[config.mk]
export PLATFORM = sky130hd
export DESIGN_NAME = dm_bigint_adder
export DESIGN_NICKNAME = d
export VERILOG_FILES = /design/src/rtl/dm_bigint_adder.sv
export SDC_FILE = /design/constraint.sdc
export NUM_CORES = 1
export LEC_CHECK = 0
export ABC_AREA = 1
export CAP_MARGIN = 20
export CELL_PAD_IN_SITES_DETAIL_PLACEMENT = 0
export CELL_PAD_IN_SITES_GLOBAL_PLACEMENT = 1
export CORE_ASPECT_RATIO = 0.5
export CORE_UTILIZATION = 39
export CTS_BUF_LIST = sky130_fd_sc_hd__clkbuf_4 sky130_fd_sc_hd__clkbuf_8 sky130_fd_sc_hd__clkbuf_16
export CTS_CLUSTER_SIZE = 30
export DETAILED_ROUTE_END_ITERATION = 16
export MAX_ROUTING_LAYER = met4
export PLACE_DENSITY = 0.78
export SYNTH_ARGS = -nofsm -noshare
export SYNTH_HDL_FRONTEND = slang
export SYNTH_SLANG_ARGS = --single-unit
export TNS_END_PERCENT = 100
[constraint.sdc]
create_clock -name clk -period 2.9 [get_ports clk]
set_clock_uncertainty 0.05 [all_clocks]
set_input_delay 0.435 -clock clk [delete_from_list [all_inputs] [get_ports clk]]
set_output_delay 0.435 -clock clk [all_outputs]
set_load 0.03 [all_outputs]
[src/rtl/dm_bigint_adder.sv]
// Multi-precision adder that masters the data-memory port: R = A + B over WORDS little-endian words.
// Optional subtract mode (R = A - B, adds port `sub`) is enabled by defining DM_BIGINT_SUB_EN.
module dm_bigint_adder #(
   parameter int AW    = 8,
   parameter int DW    = 16,
   parameter int WORDS = 4
) (
   input  logic          clk,
   input  logic          reset,
   input  logic          start,
`ifdef DM_BIGINT_SUB_EN
   input  logic          sub,
`endif
   input  logic [AW-1:0] base_a,
   input  logic [AW-1:0] base_b,
   input  logic [AW-1:0] base_r,
   output logic          busy,
   output logic          done,
   output logic          carry_out,
   output logic [AW-1:0] mem_addr,
   output logic [DW-1:0] mem_din,
   input  logic [DW-1:0] mem_dout,
   output logic          mem_we
);

   typedef enum logic [2:0] {
      S_IDLE = 3'd0,
      S_RD_A = 3'd1,
      S_RD_B = 3'd2,
      S_WR   = 3'd3,
      S_DONE = 3'd4
   } state_t;

   localparam logic [7:0] LAST_IDX = 8'(WORDS - 1);

   // Word address: base plus index, wrapping modulo 2^AW.
   function automatic logic [AW-1:0] word_addr(input logic [AW-1:0] base, input logic [7:0] idx);
      return base + AW'(idx);
   endfunction

   // One word of the ripple: {carry, sum} of a + b + cin.
   function automatic logic [DW:0] add_word(input logic [DW-1:0] a, input logic [DW-1:0] b,
                                            input logic cin);
      return {1'b0, a} + {1'b0, b} + {{DW{1'b0}}, cin};
   endfunction

   state_t        state_r, state_s;
   logic [7:0]    idx_r, idx_s;
   logic          carry_r, carry_s;
   logic [DW-1:0] a_reg_r, a_reg_s;
   logic [AW-1:0] base_a_r, base_a_s;
   logic [AW-1:0] base_b_r, base_b_s;
   logic [AW-1:0] base_r_r, base_r_s;
   logic [AW-1:0] mem_addr_r, mem_addr_s;
   logic [DW-1:0] mem_din_r, mem_din_s;
   logic          mem_we_r, mem_we_s;
   logic          busy_r, busy_s;
   logic          done_r, done_s;
   logic          carry_out_r, carry_out_s;
   logic [DW-1:0] b_op_s;
   logic          cin_init_s;
   logic [DW:0]   sum_s;
`ifdef DM_BIGINT_SUB_EN
   logic          sub_r, sub_s;
`endif

   // Operand B conditioning and initial carry; subtract is A + ~B + 1.
   always_comb begin
`ifdef DM_BIGINT_SUB_EN
      if (sub_r) begin
         b_op_s = ~mem_dout;
      end else begin
         b_op_s = mem_dout;
      end
      if (sub) begin
         cin_init_s = 1'b1;
      end else begin
         cin_init_s = 1'b0;
      end
`else
      b_op_s     = mem_dout;
      cin_init_s = 1'b0;
`endif
   end

   // Next-state and next-output logic; mem_addr is loaded one state ahead so the
   // combinational DM read returns the wanted word during the state that uses it.
   always_comb begin
      state_s     = state_r;
      idx_s       = idx_r;
      carry_s     = carry_r;
      a_reg_s     = a_reg_r;
      base_a_s    = base_a_r;
      base_b_s    = base_b_r;
      base_r_s    = base_r_r;
      mem_addr_s  = mem_addr_r;
      mem_din_s   = mem_din_r;
      mem_we_s    = 1'b0;
      busy_s      = busy_r;
      done_s      = 1'b0;
      carry_out_s = carry_out_r;
      sum_s       = {(DW+1){1'b0}};
`ifdef DM_BIGINT_SUB_EN
      sub_s       = sub_r;
`endif
      case (state_r)
         S_IDLE: begin
            if (start) begin
               base_a_s   = base_a;
               base_b_s   = base_b;
               base_r_s   = base_r;
               idx_s      = 8'd0;
               carry_s    = cin_init_s;
               mem_addr_s = base_a;
               busy_s     = 1'b1;
               state_s    = S_RD_A;
`ifdef DM_BIGINT_SUB_EN
               sub_s      = sub;
`endif
            end else begin
               state_s = S_IDLE;
            end
         end
         S_RD_A: begin
            a_reg_s    = mem_dout;
            mem_addr_s = word_addr(base_b_r, idx_r);
            state_s    = S_RD_B;
         end
         S_RD_B: begin
            sum_s      = add_word(a_reg_r, b_op_s, carry_r);
            carry_s    = sum_s[DW];
            mem_din_s  = sum_s[DW-1:0];
            mem_addr_s = word_addr(base_r_r, idx_r);
            mem_we_s   = 1'b1;
            state_s    = S_WR;
         end
         S_WR: begin
            if (idx_r == LAST_IDX) begin
               state_s = S_DONE;
            end else begin
               idx_s      = idx_r + 8'd1;
               mem_addr_s = word_addr(base_a_r, idx_r + 8'd1);
               state_s    = S_RD_A;
            end
         end
         S_DONE: begin
            done_s      = 1'b1;
            carry_out_s = carry_r;
            busy_s      = 1'b0;
            state_s     = S_IDLE;
         end
         default: begin
            busy_s  = 1'b0;
            state_s = S_IDLE;
         end
      endcase
   end

   // State and output registers with synchronous reset.
   always_ff @(posedge clk) begin
      if (reset) begin
         state_r     <= S_IDLE;
         idx_r       <= 8'd0;
         carry_r     <= 1'b0;
         a_reg_r     <= {DW{1'b0}};
         base_a_r    <= {AW{1'b0}};
         base_b_r    <= {AW{1'b0}};
         base_r_r    <= {AW{1'b0}};
         mem_addr_r  <= {AW{1'b0}};
         mem_din_r   <= {DW{1'b0}};
         mem_we_r    <= 1'b0;
         busy_r      <= 1'b0;
         done_r      <= 1'b0;
         carry_out_r <= 1'b0;
`ifdef DM_BIGINT_SUB_EN
         sub_r       <= 1'b0;
`endif
      end else begin
         state_r     <= state_s;
         idx_r       <= idx_s;
         carry_r     <= carry_s;
         a_reg_r     <= a_reg_s;
         base_a_r    <= base_a_s;
         base_b_r    <= base_b_s;
         base_r_r    <= base_r_s;
         mem_addr_r  <= mem_addr_s;
         mem_din_r   <= mem_din_s;
         mem_we_r    <= mem_we_s;
         busy_r      <= busy_s;
         done_r      <= done_s;
         carry_out_r <= carry_out_s;
`ifdef DM_BIGINT_SUB_EN
         sub_r       <= sub_s;
`endif
      end
   end

   assign busy      = busy_r;
   assign done      = done_r;
   assign carry_out = carry_out_r;
   assign mem_addr  = mem_addr_r;
   assign mem_din   = mem_din_r;
   // Reset kills a write already in flight so an abort never lands another word.
   assign mem_we    = mem_we_r & ~reset;

endmodule

# --- Word-level counts from Yosys, hierarchy flattened ---
# Index checks and enable logic that the tools add are counted.
classes:
  add_sub_neg: 6
  n_eq_ne: 7
  mux: 15
  bitwise: 3
  reduce_logical: 10
ops:
  columns: ["operator", "count"]
  rows:
  - ["$mux 8", 4]
  - ["$pmux 8 s4", 1]
  - ["$add 8x8->8", 3]
  - ["$add 16x16->17", 1]
  - ["$add 17x1->17", 1]
  - ["$pmux 8 s2", 1]
  - ["$pmux 3 s4", 1]
  - ["$add 8x1->8 const B", 1]
  - ["$eq 8x2->1 const B", 1]
  - ["$eq 3x2->1 const B", 2]
  - ["$reduce_and 2->1", 3]
  - ["$reduce_and 3->1", 2]
  - ["$mux 1", 5]
  - ["$ne 2x2->1 const B", 2]
  - ["$pmux 1 s2", 2]
  - ["$reduce_bool 2->1", 2]
  - ["$reduce_bool 4->1", 1]
  - ["$eq 3x1->1 const B", 1]
  - ["$eq 3x3->1 const B", 1]
  - ["$logic_not 3->1", 1]
  - ["$mux 3", 1]
  - ["$reduce_or 3->1", 1]
  - ["$not 1->1", 2]
  - ["$and 1x1->1", 1]
word_totals:
  register_bits: 80
  in_bits: 43
  output_inout_bits: 28
  elab_cells: 54

# --- Longest topological paths before layout ---
# Gate-level depths: netlist (run 1).
depth:
  depth_word: 4
  depth_mapped: 18
  ltp_nobuf: 18

# --- Least setup slack after synthesis (run 1) ---
# Ideal clock, no wire load.
synth_path:
  path_type: "register -> register"
  from: "register state_r[2]"
  to: "register mem_addr_r[4] (netlist: mem_addr[4])"
  setup_time_ps: 70
  t_arrival_ps: 2202
  required_ps: 2780
  setup_slack_ps: 578
  stages_incl_launch_ff: 15
  path_buffers: 1
  period_less_slack_ps: 2322
  cell_sequence: "dfxtp_1 > inv_2 > nand3_2 > clkbuf_1 > nand2_1 > nand2_1 > ha_1 > fa_1 > nand2_1 > a21oi_1 > o21ai_0 > nand2_1 > o21ai_0 > o21ai_0 > a21oi_1"
synth_via:
  elab_chain_len: 3
  elab_cells_between_ends: 9
  classes_between: "eq/ne (5); mux (1); reduce/logical (3)"
synth_rtl:
  columns: ["element", "line_no", "rtl"]
  rows:
  - ["start: declaration", "47", "state_t state_r, state_s;"]
  - ["start signal: assignment", "179", "state_r <= state_s;"]
  - ["$eq 3x2->1 (tied with other cells)", "106", "case (state_r)"]
  - ["$reduce_bool 4->1 (no line) / $ne 2x2->1 (equally long branches)", null, null]
  - ["$reduce_and 3->1 (no line)", null, null]
  - ["end signal: assignment", "169", "mem_addr_r <= {AW{1'b0}};"]
  - ["end signal: assignment", "186", "mem_addr_r <= mem_addr_s;"]
  - ["end: declaration", "54", "logic [AW-1:0] mem_addr_r, mem_addr_s;"]
# Parallel ways exist; a longest one is shown, timed or not.
# A chain may end at the register's enable or synchronous reset.

# --- Worst setup path after layout (run 1) ---
layout_path:
  from: "register state_r[2]"
  to: "register mem_addr_r[5] (netlist: mem_addr[5])"
# Same word-level chain as after synthesis.

==> reports/metrics.sh, run 1 <==
RUN_STATUS='finished, final reports clean'
N_FILL_CELL=1162
PATH_CELLS='inv_2, nand2_2, nor2_2, buf_4, nand2_1, nand2_1, ha_1, nand2_1, nand2_1, inv_1, nand2_1, o21ai_0, nand3_1, nand2_1, a21oi_1'
CLOCK_INSERTION_DELAY_WORST_SKEW_NS=0.34
SWSHARE=0.306
HOLD_PATH_CLASS='reg2reg'
SYN-INSTANCE-COUNT=670
ANTENNA_FOUND_INITIAL=0
SYNTH_TOP_CELL_AREA_SHARE=0.347
CP_NUM_BUF_INV=3
SETUP_VIOL_COUNT_FINAL=0
YOSYSMOSTFREQUENTCELL='nand2_1'
CTS_SINKS=80
VIAS_IN_THE_FIRST_GLOBAL_ROUTE=4312
SHARE_COMB_OF_TOTAL_POWER=0.249
CTS-ROOT-BUF='clkbuf_16'
SYNTHESIS.YOSYS.WARNINGS=0
WL_PER_CELL_UM=13.7
MULTI_INPUT_COMB_AREA_UM2=2670
SETUP-TNS-FINAL_NS=0
FINAL_CORE_UTILIZATION=0.521
AREA.GROWTH.SYNTH_TO_FINAL_PCT=27.1
MIN_PERIOD_OVER_PERIOD=0.875
WORST_SETUP_PATH_ENDPOINT='mem_addr[5]'
PORTBUFFERS=70
SYNTH_ENABLE_FLOP_CELLS=0
FLOORPLAN.ROWS=27
START_KIND='register'
TRACK_USAGE=0.225
INTERNAL_POWER_uW=2340
DRC=0
MAX-CAP-VIOLATIONS=0
DIE_WIDTH_UM=156
WORST_SETUP_PATH_STARTPOINT='state_r[2]'
HPWLAFTERDP_UM=9230
CTS_INSERTED_BUFFERS=9
SYNTHESIS.AREA_UM2=4610
YOSYS-TOP-CELLS-AREA='dfxtp_1 (35%), nand2_1 (13%), ha_1 (8.7%), a21oi_1 (8.1%), nand3_1 (6.0%)'
TIMING.FINAL.CRIT_PERIOD_NS=2.54
STDCELL_COUNT=909
CTS_RESIZED=0
PEAKVDDDROP_uV=262
CLK_PIN_SLEW_WORST_PATHS_NS=0.06
LAYOUT-DRIVE-GT1-SHARE=0.0627
DRT.ANTENNA.VIOLATING_NETS=0
FINAL_MAX_SLEW_VIOL_COUNT=0
CRITICAL_PATH.TOP_DELAY_FAMILY='simple AND/OR/NAND/NOR gates'
TIGHTESTPINTRANSITION_NS=0.565
PATH_DEPTH=15
CRIT_ARRIVAL_NS=2.70
SHARE_CLK_OF_TOTAL_POWER=0.375
POST_CTS_BUFFERS=0
CRITICAL-PATH-SLOWEST-CELL='dfxtp_1'
FINAL_NET_COUNT=824
FIRSTDRTPASSITERS=5
SYN_NETS=749
DIEHEIGHT_UM=78.9
WIRELENGTH_UM=12500
GRT_PASS1_WL_UM=21200
CP_COMMON_CELL='nand2_1'
FINAL_AREA_UM2=5860
MAX_FREQ_MHz=394
N_ANTENNA_CELL=0
PLACEMENT.CELL_AREA_UM2=5530
AVGSYNTHCELLAREA_UM2=6.88
DP.CELLS=893
CTS_TREE='built'
CRIT-REG2REG-CAPTURE='mem_addr[5]'
GRT-OVFL-TOTAL=0
YOSYSUNIQUECELLTYPES=33
FIN_HOLD_WS_NS=0.402
FINAL-HOLD-VIOLATION-COUNT=0
DRTITER0DRC=216
R2R_SETUP_SLACK_NS=0.36
CRITPATHKIND='reg2reg'
RSZ0062_AT_GRT='false'
PLACE.GP.CONGESTION=0.936
SHARE_SEQ_OF_TOTAL_POWER=0.375
SYNTH_COMMON_CELLS='nand2_1 (162), dfxtp_1 (80), a21oi_1 (75)'
GRT_START_MAX_NET_PINS=41
HOLD_BUFFERS=0
P_SWITCHING_uW=1030
TIMING.REG2REG.WORST_PATH_DEPTH=15
MAX_SLEW_MARGIN=0.620
YOSYSTOPAREACELL='dfxtp_1'
VIA_COUNT=4526
PRIMARY_FLIP_FLOP_CELL_CHOSEN_BY_SYNTHESIS_MAPPING='dfxtp_1'
SYNTH_SEQUENTIAL_AREA_RATIO=0.347
CORE_BOX_AREA_UM2=11200
SYNTHESIZED_FLOP_AND_LATCH_TOTAL=80
REG2REG_START='state_r[2]'
DESIGN.DIE.AREA_UM2=12300
CRITICAL-PATH-MAX-STAGE-DELAY_NS=0.35
POWER.DENSITY_CELL_AREA_nW_PER_UM2=574
WORSTPATHREQUIRED_NS=3.06
ASR_FLOP_RATIO_SYNTH=0
START_UTIL=0.410
H_TREE_LEVEL_COUNT=3
SETUP.WORST_PATH.END_CLASS='register'
CELLLEAKAGEPOWER_uW=0.00265
CTS_BUFFER_DEPTH=2
DESIGN.PORTCOUNT=71
SEQCELLAREA_UM2=1600
POST_DRT_VIA_CELL_RATIO=4.98
WORST-PATH-MAX-FANOUT=9
-- worst min-delay path by stage --
stage / to / slack (ns) / depth (start not counted) / startpoint
floorplan: base_b_r[7] / 0.38 / 2 / base_b_r[7]
global placement: base_b_r[7] / 0.39 / 2 / base_b_r[7]
detailed placement: base_b_r[7] / 0.40 / 2 / base_b_r[7]
CTS: base_b_r[7] / 0.41 / 2 / base_b_r[7]
global route: a_reg_r[7] / 0.43 / 2 / a_reg_r[7]
finish: base_b_r[7] / 0.40 / 2 / base_b_r[7]
-- worst register-to-register path, stage by stage (launching register included) --
cell and delay (ns):
dfxtp_1 0.35, inv_2 0.12, nand2_2 0.09, nor2_2 0.35, buf_4 0.21, nand2_1 0.05, nand2_1 0.08, ha_1 0.27
nand2_1 0.08, nand2_1 0.07, inv_1 0.06, nand2_1 0.05, o21ai_0 0.30, nand3_1 0.13, nand2_1 0.08, a21oi_1 0.06
-- cells in the final DEF (no fill, tap or decap), drive strengths merged --
cell           count
nand3b             1
clkinv             3
xnor2              2
nand4              4
inv               66
a21o               2
nand3             56
a21oi             75
o21bai             8
buf               15
fa                 4
a31oi              3
a22oi              2
xor2               6
bufinv             2
nor2              70
o21a               5
o21ai             56
clkdlybuf4s50     70
clkbuf            11
ha                32
nand2            165
o211ai             2
nor3               3
dfxtp             80
nor4               1
o221ai             1
or2                5
-- metrics by stage --
stage | setup WS, ns | power (uW)
2_1_floorplan | 0.578 | 1820
4_1_cts | 0.332 | 3400
5_1_grt | 0.107 | 3550
3_5_place_dp | 0.168 | 2120
6_report | 0.362 | 3370
3_3_place_gp | 0.194 | 2120
-- state kept, by name, summed over array words and instances (netlist names) --
register / cells
base_r_r: 8
base_a_r: 8
base_b_r: 8
mem_addr: 8
done: 1
state_r: 3
carry_out: 1
carry_r: 1
mem_din: 16
busy: 1
mem_we_r: 1
idx_r: 8
a_reg_r: 16
-- power by group through the flow --
stage / logic, uW / clock network [uW] / registers [uW]
floorplan: 463 / 0 / 1360
global placement: 835 / 0 / 1290
detailed placement: 838 / 0 / 1290
CTS: 845 / 1290 / 1260
global route: 941 / 1340 / 1280
finish: 839 / 1260 / 1260
-- kinds of logic after synthesis --
logic type	count (synthesis)	synth area share
simple gates	305	0.279
compound gates	154	0.180
buf+inv	87	0.0744
flops	80	0.347
fa+ha+maj	36	0.104
xor+xnor	8	0.0152
-- final cells by class --
cell class,count,area share
repair buffers,85,0.139
well taps,159,0.0340
clock buffers,11,0.0431
flip-flops and latches,80,0.273
multi-input cells,503,0.455
inverters,66,0.0423
clock inverters,5,0.0135
-- layer usage --
| metal | vias to the layer above | routed length, um | track usage |
|---|---|---|---|
| met4 | 0 | 89 | 0.0412 |
| met2 | 72 | 5640 | 0.373 |
| met1 | 2084 | 6340 | 0.289 |
| met5 | - | 0 | - |
| li1 | 2359 | - | - |
| met3 | 11 | 405 | 0.0437 |
Note: power is estimated with default switching activity, not from simulation.
==> run 2: changes to the inputs <==
--- a/config.mk
+++ b/config.mk
@@ -6,7 +6,6 @@
 export NUM_CORES = 1
 export LEC_CHECK = 0
 export ABC_AREA = 1
-export CAP_MARGIN = 20
 export CELL_PAD_IN_SITES_DETAIL_PLACEMENT = 0
 export CELL_PAD_IN_SITES_GLOBAL_PLACEMENT = 1
 export CORE_ASPECT_RATIO = 0.5
==> results of run 2 <==
No change in the layout: final DEF, timing and power equal those of run 1.
==> run 3: changes to the inputs <==
--- a/config.mk
+++ b/config.mk
@@ -8,7 +8,6 @@
 export ABC_AREA = 1
 export CELL_PAD_IN_SITES_DETAIL_PLACEMENT = 0
 export CELL_PAD_IN_SITES_GLOBAL_PLACEMENT = 1
-export CORE_ASPECT_RATIO = 0.5
 export CORE_UTILIZATION = 39
 export CTS_BUF_LIST = sky130_fd_sc_hd__clkbuf_4 sky130_fd_sc_hd__clkbuf_8 sky130_fd_sc_hd__clkbuf_16
 export CTS_CLUSTER_SIZE = 30
==> reports/metrics.sh, run 3 (synthesized netlist as in run 1, its figures left out) <==
START_KIND='register'
SHARE_SEQ_OF_TOTAL_POWER=0.382
N_ANTENNA_CELL=0
FLOORPLAN.ROWS=39
GROUTE.LAYER.MET3.USAGE=0.0454
CP_COMMON_CELL='nand2_1'
SHARE_CLK_OF_TOTAL_POWER=0.363
CRIT_ARRIVAL_NS=2.74
HPWLAFTERDP_UM=9870
CTS_INSERTED_BUFFERS=9
WL_PER_CELL_UM=14.5
START_UTIL=0.402
PLACEMENT.CELL_AREA_UM2=5510
TIGHTESTPINTRANSITION_NS=0.602
DRT.ANTENNA.VIOLATING_NETS=0
PEAKVDDDROP_uV=382
PLACE.GP.CONGESTION=0.885
ANTENNA_FOUND_INITIAL=0
LAYOUT-DRIVE-GT1-SHARE=0.0614
VIA_COUNT=4572
INTERNAL_POWER_uW=2220
CTS_SINKS=80
CLK_PIN_SLEW_WORST_PATHS_NS=0.07
WORSTPATHREQUIRED_NS=3.08
GRT_START_MAX_NET_PINS=28
HOLD_PATH_CLASS='reg2reg'
RUN_STATUS='finished, final reports clean'
FINAL_NET_COUNT=823
PORTBUFFERS=70
CTS_TREE='built'
MAX-CAP-VIOLATIONS=0
CP_NUM_BUF_INV=0
POST_CTS_BUFFERS=0
DESIGN.PORTCOUNT=71
HOLD_PATH_END='base_b_r[7]'
DRC=0
DIEHEIGHT_UM=111
CELLLEAKAGEPOWER_uW=0.00264
FINAL-HOLD-VIOLATION-COUNT=0
H_TREE_LEVEL_COUNT=3
HOLD_BUFFERS=0
AREA.GROWTH.SYNTH_TO_FINAL_PCT=26.4
CRIT-REG2REG-CAPTURE='mem_addr[5]'
CTS-ROOT-BUF='clkbuf_16'
FINAL_MAX_SLEW_VIOL_COUNT=0
STDCELL_COUNT=892
WHS_PATH_DEPTH=2
TIMING.REG2REG.WORST_PATH_DEPTH=13
MAX_SLEW_MARGIN=0.598
SETUP.WORST_PATH.END_CLASS='register'
MAX_FREQ_MHz=390
GRT-OVFL-TOTAL=0
R2R_SETUP_SLACK_NS=0.33
CRITPATHKIND='reg2reg'
CTS_RESIZED=0
POWER.DENSITY_CELL_AREA_nW_PER_UM2=568
TIMING.HOLD.WORST.START='base_b_r[7]'
TRACK_USAGE=0.226
P_SWITCHING_uW=1090
GRT_MOST_USED_LAYER='met2'
GRT_PASS1_WL_UM=21400
SETUP_VIOL_COUNT_FINAL=0
DESIGN.DIE.AREA_UM2=12300
SHARE_COMB_OF_TOTAL_POWER=0.255
CRITICAL_PATH.TOP_DELAY_FAMILY='simple AND/OR/NAND/NOR gates'
CTS_BUFFER_DEPTH=2
FINAL_AREA_UM2=5830
N_FILL_CELL=1143
FINAL_CORE_UTILIZATION=0.508
GRT.MET2_USAGE=0.384
SWSHARE=0.329
CRITICAL-PATH-SLOWEST-CELL='dfxtp_1'
RSZ0062_AT_GRT='false'
GRTUSAGEMET1=0.266
MOSTFREQUENTLAYOUTCELL='nand2_1'
MIN_PERIOD_OVER_PERIOD=0.885
WIRELENGTH_UM=12900
TIMING.FINAL.CRIT_PERIOD_NS=2.57
REG2REG_START='state_r[1]'
CRITICAL-PATH-MAX-STAGE-DELAY_NS=0.44
DRTITER0DRC=237
MOSTFREQUENTLAYOUTCELLS='nand2_1 (162), dfxtp_1 (80), a21oi_1 (75), clkdlybuf4s50_1 (70), nor2_1 (66)'
FIRSTDRTPASSITERS=5
CORE_BOX_AREA_UM2=11500
CLOCK_INSERTION_DELAY_WORST_SKEW_NS=0.35
DP.CELLS=876
POST_DRT_VIA_CELL_RATIO=5.13
SETUP-TNS-FINAL_NS=0
WORST-PATH-MAX-FANOUT=9
VIAS_IN_THE_FIRST_GLOBAL_ROUTE=4498
PATH_CELLS='nand2_2, nor2_2, nand2_1, nand2_1, ha_1, nand3_1, nand3_1, nand2_1, nand2_1, o21ai_0, nand3_1, nand2_1, a21oi_1'
DIE_WIDTH_UM=111
## run 3: cell types whose count changed in the layout (fill, tap and decap cells not counted), sizes merged
cell      before  now
inv           66   69
clkbuf        11    9
buf           15   14
bufinv         2    1
clkinv         3    2
clkinvlp       0    1
## run 3: per-layer routing
layer | vias to the layer above | routed length, um
met2 | 89 | 6280
met4 | 0 | 263
li1 | 2364 | -
met1 | 2100 | 5920
met3 | 19 | 443
met5 | - | 0
## run 3: power by group through the flow
stage	Clock [uW]	Sequential (uW)	Combinational (uW)
2_1_floorplan	0	1360	463
3_3_place_gp	0	1290	834
3_5_place_dp	0	1290	847
4_1_cts	1230	1270	849
5_1_grt	1270	1280	945
6_report	1200	1270	845
## run 3: area by class of cell
cell class | count | area (um^2) | share of cell area
clock buffers | 9 | 225 | 0.0387
clock inverters | 7 | 88.8 | 0.0152
inverters | 66 | 248 | 0.0425
multi-input cells | 503 | 2670 | 0.457
flip-flops and latches | 80 | 1600 | 0.275
well taps | 143 | 179 | 0.0307
repair buffers | 84 | 818 | 0.140
## run 3: metrics by stage
stage	hold WS, ns	setup WS [ns]	total power [uW]
6_report	0.411	0.334	3310
3_3_place_gp	0.403	0.154	2120
2_1_floorplan	0.380	0.578	1820
3_5_place_dp	0.401	0.128	2140
5_1_grt	0.434	0.118	3500
4_1_cts	0.411	0.319	3340
## run 3: worst max-delay path by stage
| stage | cells after the start | from | end |
|---|---|---|---|
| finish | 13 | state_r[1] | mem_addr[5] |
| global route | 13 | state_r[1] | mem_addr[5] |
| CTS | 14 | state_r[2] | mem_addr[5] |
| detailed placement | 14 | mem_dout[0] | mem_din[10] |
| global placement | 14 | mem_dout[0] | mem_din[10] |
| floorplan | 14 | state_r[2] | mem_addr[4] |
## run 3: tightest hold or removal path, cell delays in order, from the launching register on
cell and delay (ns):
dfxtp_1 0.30, inv_1 0.06, a21oi_1 0.06
